<file path="src/rtl/sd_block_write_ctrl.sv">
// SPI-mode single-block write (CMD24) sequencer: streams command, token,
// buffered payload, CRC and polling bytes through a byte-level SPI transceiver.
module sd_block_write_ctrl #(
    parameter int unsigned BLOCK_BYTES = 512,
    parameter int unsigned ADDR_W      = 9,
    parameter int unsigned R1_POLL     = 8,
    parameter int unsigned BUSY_POLL   = 65535
) (
    input  logic              clk,
    input  logic              reset,
    input  logic              start,
    input  logic [31:0]       block_addr,
    output logic              busy,
    output logic              done,
    output logic              err,
    output logic [2:0]        err_code,
    output logic              cs_n,
    output logic              spi_start,
    output logic [7:0]        spi_tx,
    input  logic              spi_done,
    input  logic [7:0]        spi_rx,
    output logic [ADDR_W-1:0] buf_addr,
    input  logic [7:0]        buf_data
);
    localparam int unsigned CNT_W = $clog2(BLOCK_BYTES + 1);
    localparam int unsigned R1_W  = $clog2(R1_POLL + 1);
    localparam int unsigned BSY_W = $clog2(BUSY_POLL + 1);

    localparam logic [2:0] ERR_OK       = 3'd0;
    localparam logic [2:0] ERR_R1_TMO   = 3'd1;
    localparam logic [2:0] ERR_R1_BAD   = 3'd2;
    localparam logic [2:0] ERR_REJECT   = 3'd3;
    localparam logic [2:0] ERR_BUSY_TMO = 3'd4;

    typedef enum logic [3:0] {
        S_IDLE, S_CMD, S_R1, S_GAP, S_TOKEN, S_DATA, S_CRC, S_DRESP, S_BUSY, S_FINISH
    } state_t;

    state_t             state_q, state_d;
    logic               pend_q, pend_d;
    logic [31:0]        addr_q, addr_d;
    logic [CNT_W-1:0]   cnt_q, cnt_d;
    logic [R1_W-1:0]    r1_cnt_q, r1_cnt_d;
    logic [BSY_W-1:0]   bsy_cnt_q, bsy_cnt_d;
    logic               busy_q, busy_d;
    logic               done_q, done_d;
    logic               err_q, err_d;
    logic [2:0]         err_code_q, err_code_d;
    logic               cs_n_q, cs_n_d;
    logic               spi_start_q, spi_start_d;
    logic [7:0]         spi_tx_q, spi_tx_d;
    logic [ADDR_W-1:0]  buf_addr_q, buf_addr_d;

    logic               issue;
    logic [7:0]         issue_byte;
    logic               fin;
    logic [2:0]         fin_code;
    logic [CNT_W-1:0]   cnt_inc;

    always_ff @(posedge clk) begin
        if (reset) begin
            state_q     <= S_IDLE;
            pend_q      <= 1'b0;
            addr_q      <= '0;
            cnt_q       <= '0;
            r1_cnt_q    <= '0;
            bsy_cnt_q   <= '0;
            busy_q      <= 1'b0;
            done_q      <= 1'b0;
            err_q       <= 1'b0;
            err_code_q  <= ERR_OK;
            cs_n_q      <= 1'b1;
            spi_start_q <= 1'b0;
            spi_tx_q    <= 8'hFF;
            buf_addr_q  <= '0;
        end else begin
            state_q     <= state_d;
            pend_q      <= pend_d;
            addr_q      <= addr_d;
            cnt_q       <= cnt_d;
            r1_cnt_q    <= r1_cnt_d;
            bsy_cnt_q   <= bsy_cnt_d;
            busy_q      <= busy_d;
            done_q      <= done_d;
            err_q       <= err_d;
            err_code_q  <= err_code_d;
            cs_n_q      <= cs_n_d;
            spi_start_q <= spi_start_d;
            spi_tx_q    <= spi_tx_d;
            buf_addr_q  <= buf_addr_d;
        end
    end

    always_comb begin
        state_d     = state_q;
        pend_d      = pend_q;
        addr_d      = addr_q;
        cnt_d       = cnt_q;
        r1_cnt_d    = r1_cnt_q;
        bsy_cnt_d   = bsy_cnt_q;
        busy_d      = busy_q;
        done_d      = 1'b0;
        err_d       = err_q;
        err_code_d  = err_code_q;
        cs_n_d      = cs_n_q;
        spi_start_d = 1'b0;
        spi_tx_d    = spi_tx_q;
        buf_addr_d  = buf_addr_q;
        issue       = 1'b0;
        issue_byte  = 8'hFF;
        fin         = 1'b0;
        fin_code    = ERR_OK;
        cnt_inc     = cnt_q + CNT_W'(1);

        // Prefetch the next payload byte; saturate at the last buffer entry.
        if (state_q == S_DATA && spi_start_q && buf_addr_q != ADDR_W'(BLOCK_BYTES - 1)) begin
            buf_addr_d = buf_addr_q + ADDR_W'(1);
        end

        case (state_q)
            S_IDLE: begin
                if (start) begin
                    addr_d     = block_addr;
                    err_d      = 1'b0;
                    err_code_d = ERR_OK;
                    busy_d     = 1'b1;
                    cs_n_d     = 1'b0;
                    cnt_d      = '0;
                    state_d    = S_CMD;
                    issue      = 1'b1;
                    issue_byte = 8'h58;
                end
            end
            S_FINISH: begin
                busy_d  = 1'b0;
                state_d = S_IDLE;
            end
            default: begin
                if (pend_q && spi_done) begin
                    pend_d = 1'b0;
                    case (state_q)
                        S_CMD: begin
                            issue = 1'b1;
                            if (cnt_q == CNT_W'(5)) begin
                                r1_cnt_d = '0;
                                state_d  = S_R1;
                            end else begin
                                cnt_d = cnt_inc;
                                case (cnt_inc)
                                    CNT_W'(1): issue_byte = addr_q[31:24];
                                    CNT_W'(2): issue_byte = addr_q[23:16];
                                    CNT_W'(3): issue_byte = addr_q[15:8];
                                    CNT_W'(4): issue_byte = addr_q[7:0];
                                    default:   issue_byte = 8'hFF;
                                endcase
                            end
                        end
                        S_R1: begin
                            if (spi_rx == 8'hFF) begin
                                if (r1_cnt_q == R1_W'(R1_POLL - 1)) begin
                                    fin      = 1'b1;
                                    fin_code = ERR_R1_TMO;
                                end else begin
                                    r1_cnt_d = r1_cnt_q + R1_W'(1);
                                    issue    = 1'b1;
                                end
                            end else if (spi_rx == 8'h00) begin
                                state_d = S_GAP;
                                issue   = 1'b1;
                            end else begin
                                fin      = 1'b1;
                                fin_code = ERR_R1_BAD;
                            end
                        end
                        S_GAP: begin
                            state_d    = S_TOKEN;
                            buf_addr_d = '0;
                            issue      = 1'b1;
                            issue_byte = 8'hFE;
                        end
                        S_TOKEN: begin
                            cnt_d      = '0;
                            state_d    = S_DATA;
                            issue      = 1'b1;
                            issue_byte = buf_data;
                        end
                        S_DATA: begin
                            issue = 1'b1;
                            if (cnt_q == CNT_W'(BLOCK_BYTES - 1)) begin
                                cnt_d   = '0;
                                state_d = S_CRC;
                            end else begin
                                cnt_d      = cnt_inc;
                                issue_byte = buf_data;
                            end
                        end
                        S_CRC: begin
                            issue = 1'b1;
                            if (cnt_q == CNT_W'(1)) begin
                                state_d = S_DRESP;
                            end else begin
                                cnt_d = cnt_inc;
                            end
                        end
                        S_DRESP: begin
                            if (spi_rx[4:0] == 5'b00101) begin
                                bsy_cnt_d = '0;
                                state_d   = S_BUSY;
                                issue     = 1'b1;
                            end else begin
                                fin      = 1'b1;
                                fin_code = ERR_REJECT;
                            end
                        end
                        S_BUSY: begin
                            if (spi_rx == 8'hFF) begin
                                fin = 1'b1;
                            end else if (bsy_cnt_q == BSY_W'(BUSY_POLL - 1)) begin
                                fin      = 1'b1;
                                fin_code = ERR_BUSY_TMO;
                            end else begin
                                bsy_cnt_d = bsy_cnt_q + BSY_W'(1);
                                issue     = 1'b1;
                            end
                        end
                        default: state_d = S_IDLE;
                    endcase
                end
            end
        endcase

        if (issue) begin
            spi_start_d = 1'b1;
            spi_tx_d    = issue_byte;
            pend_d      = 1'b1;
        end
        if (fin) begin
            state_d    = S_FINISH;
            done_d     = 1'b1;
            cs_n_d     = 1'b1;
            err_d      = (fin_code != ERR_OK);
            err_code_d = fin_code;
        end
    end

    assign busy      = busy_q;
    assign done      = done_q;
    assign err       = err_q;
    assign err_code  = err_code_q;
    assign cs_n      = cs_n_q;
    assign spi_start = spi_start_q;
    assign spi_tx    = spi_tx_q;
    assign buf_addr  = buf_addr_q;

endmodule
</file>
<file path="config.mk">
export PLATFORM = sky130hd
export DESIGN_NAME = sd_block_write_ctrl
export DESIGN_NICKNAME = d
export VERILOG_FILES = /design/src/rtl/sd_block_write_ctrl.sv
export SDC_FILE = /design/constraint.sdc
export NUM_CORES = 1
export LEC_CHECK = 0
export ABC_AREA = 1
export CAP_MARGIN = 10
export CELL_PAD_IN_SITES_DETAIL_PLACEMENT = 1
export CELL_PAD_IN_SITES_GLOBAL_PLACEMENT = 1
export CORE_UTILIZATION = 40
export CTS_BUF_LIST = sky130_fd_sc_hd__clkbuf_8
export DETAILED_ROUTE_END_ITERATION = 8
export MAX_ROUTING_LAYER = met4
export PLACE_DENSITY = 0.82
export SYNTH_ARGS = -nofsm -noshare
export SYNTH_HDL_FRONTEND = slang
export SYNTH_SLANG_ARGS = --single-unit
</file>
<file path="constraint.sdc">
create_clock -name clk -period 2.7 [get_ports clk]
set_input_delay 0.27 -clock clk [delete_from_list [all_inputs] [get_ports clk]]
set_output_delay 0.27 -clock clk [all_outputs]
set_load 0.01 [all_outputs]
</file>
# --- Word-level counts from Yosys, hierarchy flattened ---
# Cells that the tools add are included.
# W data, S select, Z words.
word_totals:
  ff_bits: 92
  latch_bits: 0
  mem_bits_rw: 0
  romBits: 0
  in_bits: 52
  output_inout_bits: 25
  word_cells: 173
  mem_count: 0
classes:
  addsub: 4
  multipliers: 0
  n_div: 0
  magnitude_cmp: 0
  n_eq_ne: 46
  n_shift: 0
  n_mux: 78
  bitwise: 2
  reduce_logical: 28
op_table:
  columns: ["operator", "n"]
  rows:
  - ["$pmux W8 S4", 2]
  - ["$mux W10", 5]
  - ["$mux W16", 3]
  - ["$mux W4", 12]
  - ["$pmux W10 S4", 1]
  - ["$mux W9", 4]
  - ["$mux W8", 4]
  - ["$pmux W16 S2", 1]
  - ["$pmux W4 S8", 1]
  - ["$mux W1", 26]
  - ["$ne A5 B5 Y1 const B", 5]
  - ["$mux W3", 8]
  - ["$eq A10 B1 Y1 const B", 2]
  - ["$eq A10 B2 Y1 const B", 2]
  - ["$eq A10 B3 Y1 const B", 2]
  - ["$eq A4 B3 Y1 const B", 5]
  - ["$ne A4 B4 Y1 const B", 5]
  - ["$pmux W10 S2", 1]
  - ["$reduce_and A6 Y1", 3]
  - ["$reduce_and A9 Y1", 2]
  - ["$add A16 B1 Y16 const B", 1]
  - ["$eq A16 B16 Y1 const B", 1]
  - ["$pmux W4 S2", 2]
  - ["$pmux W8 S2", 1]
  - ["other kinds (33)", 59]

# --- Longest topological paths before layout ---
# Gate-level depths: netlist (run 1).
depth:
  word_depth: 8
  mapped_depth: 19
  ltp_nobuf: 18

# --- Worst setup path after synthesis (run 1) ---
# No wires, ideal clock.
synth_path:
  kind: "register -> register"
  start: "register cnt_q[0]"
  end: "register spi_tx_q[1] (netlist: spi_tx[1])"
  setup_ps: 113
  arrival_time_ps: 1885
  required_time_ps: 2587
  setup_slack_ps: 702
  stages_incl_launch_ff: 18
  cell_sequence: "dfxtp_1 ha_1 nand2_2 nor2_2 nand2_1 nand2_1 nand2_1 nor2_2 buf_4 o211ai_4 a21oi_1 nand2_1 nand2_1 nand2_1 nand2_1 nand2_1 nand2_1 nand2_1"
synth_between:
  elab_chain_len: 7
  word_cells_on_any_way: 13
  cone_classes: "1 x add/sub; 6 x eq/ne; 6 x mux"
synth_rtl:
  columns: ["element", "line", "source"]
  rows:
  - ["start: declaration", "42", "logic [CNT_W-1:0] cnt_q, cnt_d;"]
  - ["start signal: assignment", "80", "cnt_q <= cnt_d;"]
  - ["$add A10 B1 Y10", "113", "cnt_inc = cnt_q + CNT_W'(1);"]
  - ["$eq A10 B3 Y1, or another cell as far along", "149", "case (cnt_inc)"]
  - ["$pmux W8 S4", "149", null]
  - ["$mux W8", "144", "if (cnt_q == CNT_W'(5)) begin"]
  - ["$pmux W8 S4 *", "141", "case (state_q)"]
  - ["$mux W8 *", "139", "if (pend_q && spi_done) begin"]
  - ["$pmux W8 S2 *", "120", "case (state_q)"]
  - ["end signal: assignment", "89", "spi_tx_q <= spi_tx_d;"]
  - ["end: declaration", "51", "logic [7:0] spi_tx_q, spi_tx_d;"]
# Every way passes the cells marked *; elsewhere a longest branch is shown, timed or not.
# A chain may end at the register's enable or synchronous reset.

# --- Worst setup path after layout (run 1) ---
layout_path:
  start: "register cnt_q[0]"
  end: "register spi_tx_q[0] (netlist: spi_tx[0])"
# Same word-level chain as after synthesis.

==> results of run 1 <==
[worst max-delay path, cell delays in order, from the launching register on]
cell and delay [ns]:
dfxtp_1 0.45, ha_1 0.22, nand2_2 0.11, nor2_2 0.16, nand2_1 0.09, nand2_1 0.07
nand2_1 0.09, nor2_2 0.16, buf_6 0.22, o211ai_4 0.13, a21oi_1 0.17, nand2_1 0.06
nand2_1 0.06, nand2_1 0.04, nand2_1 0.05, nand2_1 0.05, nand2_1 0.06, nand2_1 0.05
[registers in the layout, indices dropped and copies added, names as in the netlist]
name       flops
r1_cnt_q       4
bsy_cnt_q     16
spi_tx         8
addr_q        32
err            1
cnt_q         10
spi_start      1
done           1
pend_q         1
err_code       3
busy           1
buf_addr       9
state_q        4
cs_n           1
[per-stage QoR]
stage               power, W    util  cell area [sq um]  worst slack [ns]
floorplan           0.002977       -               4982            0.7018
global placement    0.003618  0.4982               6010            0.3684
detailed placement  0.003685  0.4982               6010            0.2024
CTS                 0.004667  0.5150               6212            0.2817
global route        0.004973  0.5155               6217           0.02279
finish              0.004637  0.5155               6217            0.3556
[worst min path at each step]
stage / start / to / cells past startpoint
3_5_place_dp: addr_q[13]$_SDFFE_PP0P_ / addr_q[13]$_SDFFE_PP0P_ / 2
5_1_grt: block_addr[26] / addr_q[26]$_SDFFE_PP0P_ / 3
4_1_cts: block_addr[17] / addr_q[17]$_SDFFE_PP0P_ / 3
6_report: addr_q[15]$_SDFFE_PP0P_ / addr_q[15]$_SDFFE_PP0P_ / 2
3_3_place_gp: addr_q[14]$_SDFFE_PP0P_ / addr_q[14]$_SDFFE_PP0P_ / 2
2_1_floorplan: block_addr[0] / addr_q[0]$_SDFFE_PP0P_ / 2
[repair_timing]
item	CTS	global route
gates resized for setup	0	2
endpoints found under the hold margin	0	0
setup endpoints to repair	0	3
[layer usage]
metal  vias to the layer above  global-route usage  wire length, um
met5                         -                   -                0
met4                         0             0.07193              212
met3                        21             0.04623              568
met2                        95              0.4476             7578
met1                      2482              0.3163             7148
li1                       2579                   -                -
[power by group through the flow]
| stage | registers (W) | logic [W] | clock network (W) |
|---|---|---|---|
| after floorplan | 0.00181 | 0.00116 | 0 |
| after global placement | 0.00183 | 0.00179 | 0 |
| after detailed placement | 0.00184 | 0.00184 | 0 |
| after CTS | 0.00181 | 0.00185 | 0.00100 |
| after global routing | 0.00184 | 0.00208 | 0.00105 |
| final | 0.00181 | 0.00185 | 0.000981 |
[layout by cell type (no fill, tap or decap), types with 2 or more instances in the layout]
cell type        synthesis  final
nand2_1                171    171
nor2_1                 107    107
inv_1                   89     91
dfxtp_1                 92     91
clkdlybuf4s50_1          0     76
a21oi_1                 59     59
o21ai_0                 42     42
nand3_1                 29     29
nand4_1                 27     27
buf_4                    2     19
nor2_2                  12     12
clkbuf_8                 0     11
ha_1                    10     10
nor3_1                   9      9
a211oi_1                 7      7
inv_2                    5      5
nand2_2                  5      5
o21ai_1                  5      5
and3_1                   4      4
nor3_2                   4      4
xor2_1                   4      4
nor4_1                   3      3
xnor2_1                  3      3
o21a_1                   3      3
nor3b_1                  3      3
o22ai_1                  3      3
o211ai_4                 2      2
o31ai_1                  2      2
mux2i_1                  2      2
o21bai_1                 2      2
a31oi_1                  2      2
[cell type report]
cell class	count	area [sq um]
multi-input cells	534	2694
fillers	1603	5844
well taps	168	210.2
clock inverters	5	51.30
clock buffers	11	151.4
inverters	94	352.8
flip-flops and latches	92	1843
repair buffers	96	914.6
[logic make-up (layout without fill, tap and decap cells)]
logic type | count (synthesis) | in the layout | synth area share
compound gates | 134 | 134 | 0.1572
flops | 92 | 92 | 0.3697
fa+ha+maj | 10 | 10 | 0.02511
mux | 2 | 2 | 0.004018
xor+xnor | 7 | 7 | 0.01231
simple gates | 381 | 381 | 0.3420
buf+inv | 114 | 206 | 0.08965
==> impl_metrics.json, run 1 <==
{
  "fin_tns_setup_ns": 0,
  "avgSynthCellArea_sq_um": 6.733,
  "power.share.clock": 0.212,
  "rr_endpoint": "spi_tx[0]$_SDFFE_PP1P_",
  "crit_type": "reg -> reg",
  "hp-class": "reg -> reg",
  "htreeDepth": 3,
  "synth_edf_count": 0,
  "cp-startpoint": "cnt_q[0]$_SDFFE_PP0P_",
  "ys_seq_elements": 92,
  "num_io_pins": 77,
  "rsz0062_at_grt": "no",
  "worstSetupStartpointType": "flip-flop",
  "yosys_warnings": 0,
  "instances_no_fill": 1000,
  "fin_crit_sh": 0.8683,
  "core_sq_um": 12060,
  "ant_nets": 0,
  "cts_buffers": 9,
  "regToRegStartpoint": "cnt_q[0]$_SDFFE_PP0P_",
  "drive_gt1_frac": 0.08534,
  "crit_arrival_ns": 2.62,
  "synth.most_common_cell": "nand2_1",
  "cts_setup_buffers": 0,
  "worst_hold_slack_ns": 0.4633,
  "endpoint": "spi_tx[0]$_SDFFE_PP1P_",
  "netlist_area_sq_um": 4982,
  "cts_tree": "built",
  "vias": 5177,
  "clkTransAtPathRegs_ns": 0.09,
  "clk_path_buf_depth": 2,
  "dieArea_sq_um": 12910,
  "p_comb_frac": 0.398,
  "grt_pass1_vias": 5364,
  "crit_required_ns": 2.98,
  "antenna_cells": 0,
  "place_hpwl_mm": 12.03,
  "end_kind": "flip-flop",
  "portBuffers": 76,
  "tritoncts_num_sinks": 92,
  "dr.pass1.iters": 4,
  "cellPowerDensity_nw_per_um2": 745.8,
  "synth_top_area_frac": 0.3697,
  "synth_ff_type": "dfxtp_1",
  "syn_nets": 802,
  "grt.overflow.total": 0,
  "relSlewSlack": 0.6812,
  "yosysSeqAreaShare": 0.3697,
  "initial_core_util": 0.4131,
  "num_rows": 40,
  "fin_crit_ns": 2.344,
  "finalSetupViolCount": 0,
  "finClkSkew_ns": 0.007323,
  "global_route.usage.total": 0.2618,
  "vdd_ir_drop_max_mv": 0.3214,
  "seq_power_share": 0.390,
  "status": "finished clean",
  "synth_cell_types": 46,
  "drt-initial-drc-count": 286,
  "slew_viol_final": 0,
  "synth_area_leaders": "dfxtp_1, nand2_1, nor2_1",
  "viasPerCell": 5.177,
  "grt_max_degree": 51,
  "drc": 0,
  "worstMarginPinSlew_ns": 0.4745,
  "insertion_delay_ns": 0.38,
  "dieHeight_um": 113.6,
  "p_sw_frac": 0.3959,
  "finalHoldViolCount": 0,
  "synth_cells": 740,
  "maxCapViolCount": 0,
  "synth_commonest_cells": "nand2_1, nor2_1, dfxtp_1",
  "area_growth_pct": 24.79,
  "grt_pass1_wl_mm": 25.96,
  "die_x_um": 113.6,
  "dp.cells": 984,
  "p_leak_nw": 2.620,
  "place_congestion": 0.9021,
  "crit_path_max_fanout": 20,
  "ys_async_sr_fraction": 0,
  "rrSetupSlack_ns": 0.36,
  "cts_root_buffer": "clkbuf_8",
  "antenna_found_initial": 0,
  "synth_largest_area_cell": "dfxtp_1",
  "r2r_cells": 17,
  "final_nets": 889,
  "wirelength_mm": 15.51,
  "timing.fmax_mhz": 426.5,
  "switchingPower_w": 0.001836,
  "wire_per_inst_um": 15.51,
  "holdBufCountCts": 0,
  "p_int_w": 0.002801
}
Power figures use the tool's default switching activity.
==> inputs of run 2 (changes only) <==
--- a/config.mk
+++ b/config.mk
@@ -12,6 +12,7 @@
 export CORE_UTILIZATION = 40
 export CTS_BUF_LIST = sky130_fd_sc_hd__clkbuf_8
 export DETAILED_ROUTE_END_ITERATION = 8
+export GPL_TIMING_DRIVEN = 0
 export MAX_ROUTING_LAYER = met4
 export PLACE_DENSITY = 0.82
 export SYNTH_ARGS = -nofsm -noshare
==> impl_metrics.json, run 2 (same netlist as run 1, synthesis figures left out) <==
{
  "slew_viol_final": 0,
  "global_route.usage.total": 0.2609,
  "holdBufCountCts": 0,
  "cts_root_buffer": "clkbuf_8",
  "cts.repair.resized": 0,
  "fin_util": 0.5101,
  "antenna_found_initial": 0,
  "tritoncts_num_sinks": 92,
  "dr.pass1.iters": 4,
  "fin_crit_ns": 2.457,
  "fin_tns_setup_ns": 0,
  "relSlewSlack": 0.4671,
  "path_cells": "nor2_2 -> inv_1 -> nor2_2 -> inv_1 -> nor2_2 -> inv_1 -> clkbuf_1 -> o21ai_0 -> a21oi_1",
  "num_io_pins": 77,
  "grt_max_degree": 16,
  "vdd_ir_drop_max_mv": 0.2632,
  "final_common_cell": "nand2_1",
  "crit_type": "reg -> reg",
  "finClkSkew_ns": 0.01238,
  "cts_setup_buffers": 0,
  "fin_crit_sh": 0.9100,
  "end_kind": "flip-flop",
  "wire_per_inst_um": 15.42,
  "cellPowerDensity_nw_per_um2": 744.8,
  "portBuffers": 75,
  "core_sq_um": 12060,
  "ant_nets": 0,
  "htreeDepth": 3,
  "cp_slowest_stage_delay_ns": 0.43,
  "timing.fmax_mhz": 407.0,
  "dpl-instance-area_sq_um": 5943,
  "worstMarginPinSlew_ns": 0.7941,
  "drt-initial-drc-count": 229,
  "crit_arrival_ns": 2.73,
  "insertion_delay_ns": 0.40,
  "p_leak_nw": 2.548,
  "rsz0062_at_grt": "no",
  "regMostFlops": "addr_q",
  "crit_path_max_fanout": 10,
  "clkTransAtPathRegs_ns": 0.09,
  "wirelength_mm": 15.40,
  "initial_core_util": 0.4131,
  "final_cell_mix": "nand2_1, nor2_1, dfxtp_1",
  "worstHoldPathCells": 2,
  "grt_pass1_wl_mm": 25.75,
  "antenna_cells": 0,
  "status": "finished clean",
  "dieArea_sq_um": 12910,
  "crit_required_ns": 2.97,
  "vias": 5208,
  "worstSetupStartpointType": "flip-flop",
  "clk_path_buf_depth": 2,
  "hp-class": "in -> reg",
  "largest_reg_flops": 32,
  "cts_buffers": 9,
  "r2r_cells": 9,
  "drc": 0,
  "final_nets": 888,
  "place_congestion": 0.8856,
  "grt_pass1_vias": 5441,
  "dieHeight_um": 113.6,
  "num_rows": 40,
  "finalSetupViolCount": 0,
  "die_x_um": 113.6,
  "maxCapViolCount": 0,
  "place_hpwl_mm": 12.01,
  "design_area_sq_um": 6152,
  "p_total_w": 0.004582,
  "finalHoldViolCount": 0,
  "area_growth_pct": 23.48,
  "viasPerCell": 5.213,
  "drive_gt1_frac": 0.07341,
  "cp_slowest_cell": "nor2_2",
  "grt.overflow.total": 0,
  "reg.largest.list": "addr_q (32), bsy_cnt_q (16), cnt_q (10)",
  "cts_tree": "built"
}
-- run 2: changes by cell type in the layout (fill, tap and decap cells not counted), sizes merged --
cell,before,now
clkdlybuf4s50,76,75
clkinv,1,3
clkbuf,11,24
clkinvlp,0,2
inv,97,94
buf,20,6
-- run 2: final timing paths --
path | from | to | slack [ns]
worst max-delay path | state_q[0]$_SDFFE_PP0P_ | addr_q[15]$_SDFFE_PP0P_ | 0.24
worst max register to register | state_q[0]$_SDFFE_PP0P_ | addr_q[15]$_SDFFE_PP0P_ | 0.24
worst min-delay path | reset | cnt_q[7]$_SDFFE_PP0P_ | 0.34
worst min register to register | bsy_cnt_q[9]$_SDFFE_PP0P_ | bsy_cnt_q[9]$_SDFFE_PP0P_ | 0.46
-- run 2: layout make-up --
type,instances,area [sq um]
buffer,20,93.84
clock buffer,10,137.6
clock inverter,6,63.81
fill,1604,5909
inverter,94,352.8
multi-input combinational,534,2699
sequential,92,1844
tap,168,210.2
timing repair buffer,75,750.7
-- run 2: report_power, final --
part / internal (W) / leakage [nW] / switching [W]
Clock: 0.000451 / 0.0983 / 0.000521
Sequential: 0.00164 / 0.752 / 0.000162
Combinational: 0.000650 / 1.70 / 0.00116
Total: 0.00274 / 2.55 / 0.00184
-- run 2: through the flow --
stage | hold slack (ns) | std cells | setup WS, ns
floorplan | 0.4049 | 740 | 0.7018
global placement | 0.4411 | 983 | 0.2582
detailed placement | 0.4544 | 983 | 0.1900
CTS | 0.3495 | 999 | 0.1458
global route | 0.4094 | 999 | 0.02986
finish | 0.3385 | 999 | 0.2431
-- run 2: per-layer routing --
layer,global-route usage,vias to the layer above,part of all wire
li1,-,2590,-
met1,0.3154,2508,0.47
met2,0.4431,84,0.48
met3,0.03719,26,0.030
met4,0.09211,0,0.021
met5,-,-,0
-- run 2: critical path, delay by kind of cell (launching register included) --
kind | cells | cell delay (ns)
buf+inv | 4 | 0.75
simple gates | 3 | 0.83
flops | 1 | 0.39
compound gates | 2 | 0.38
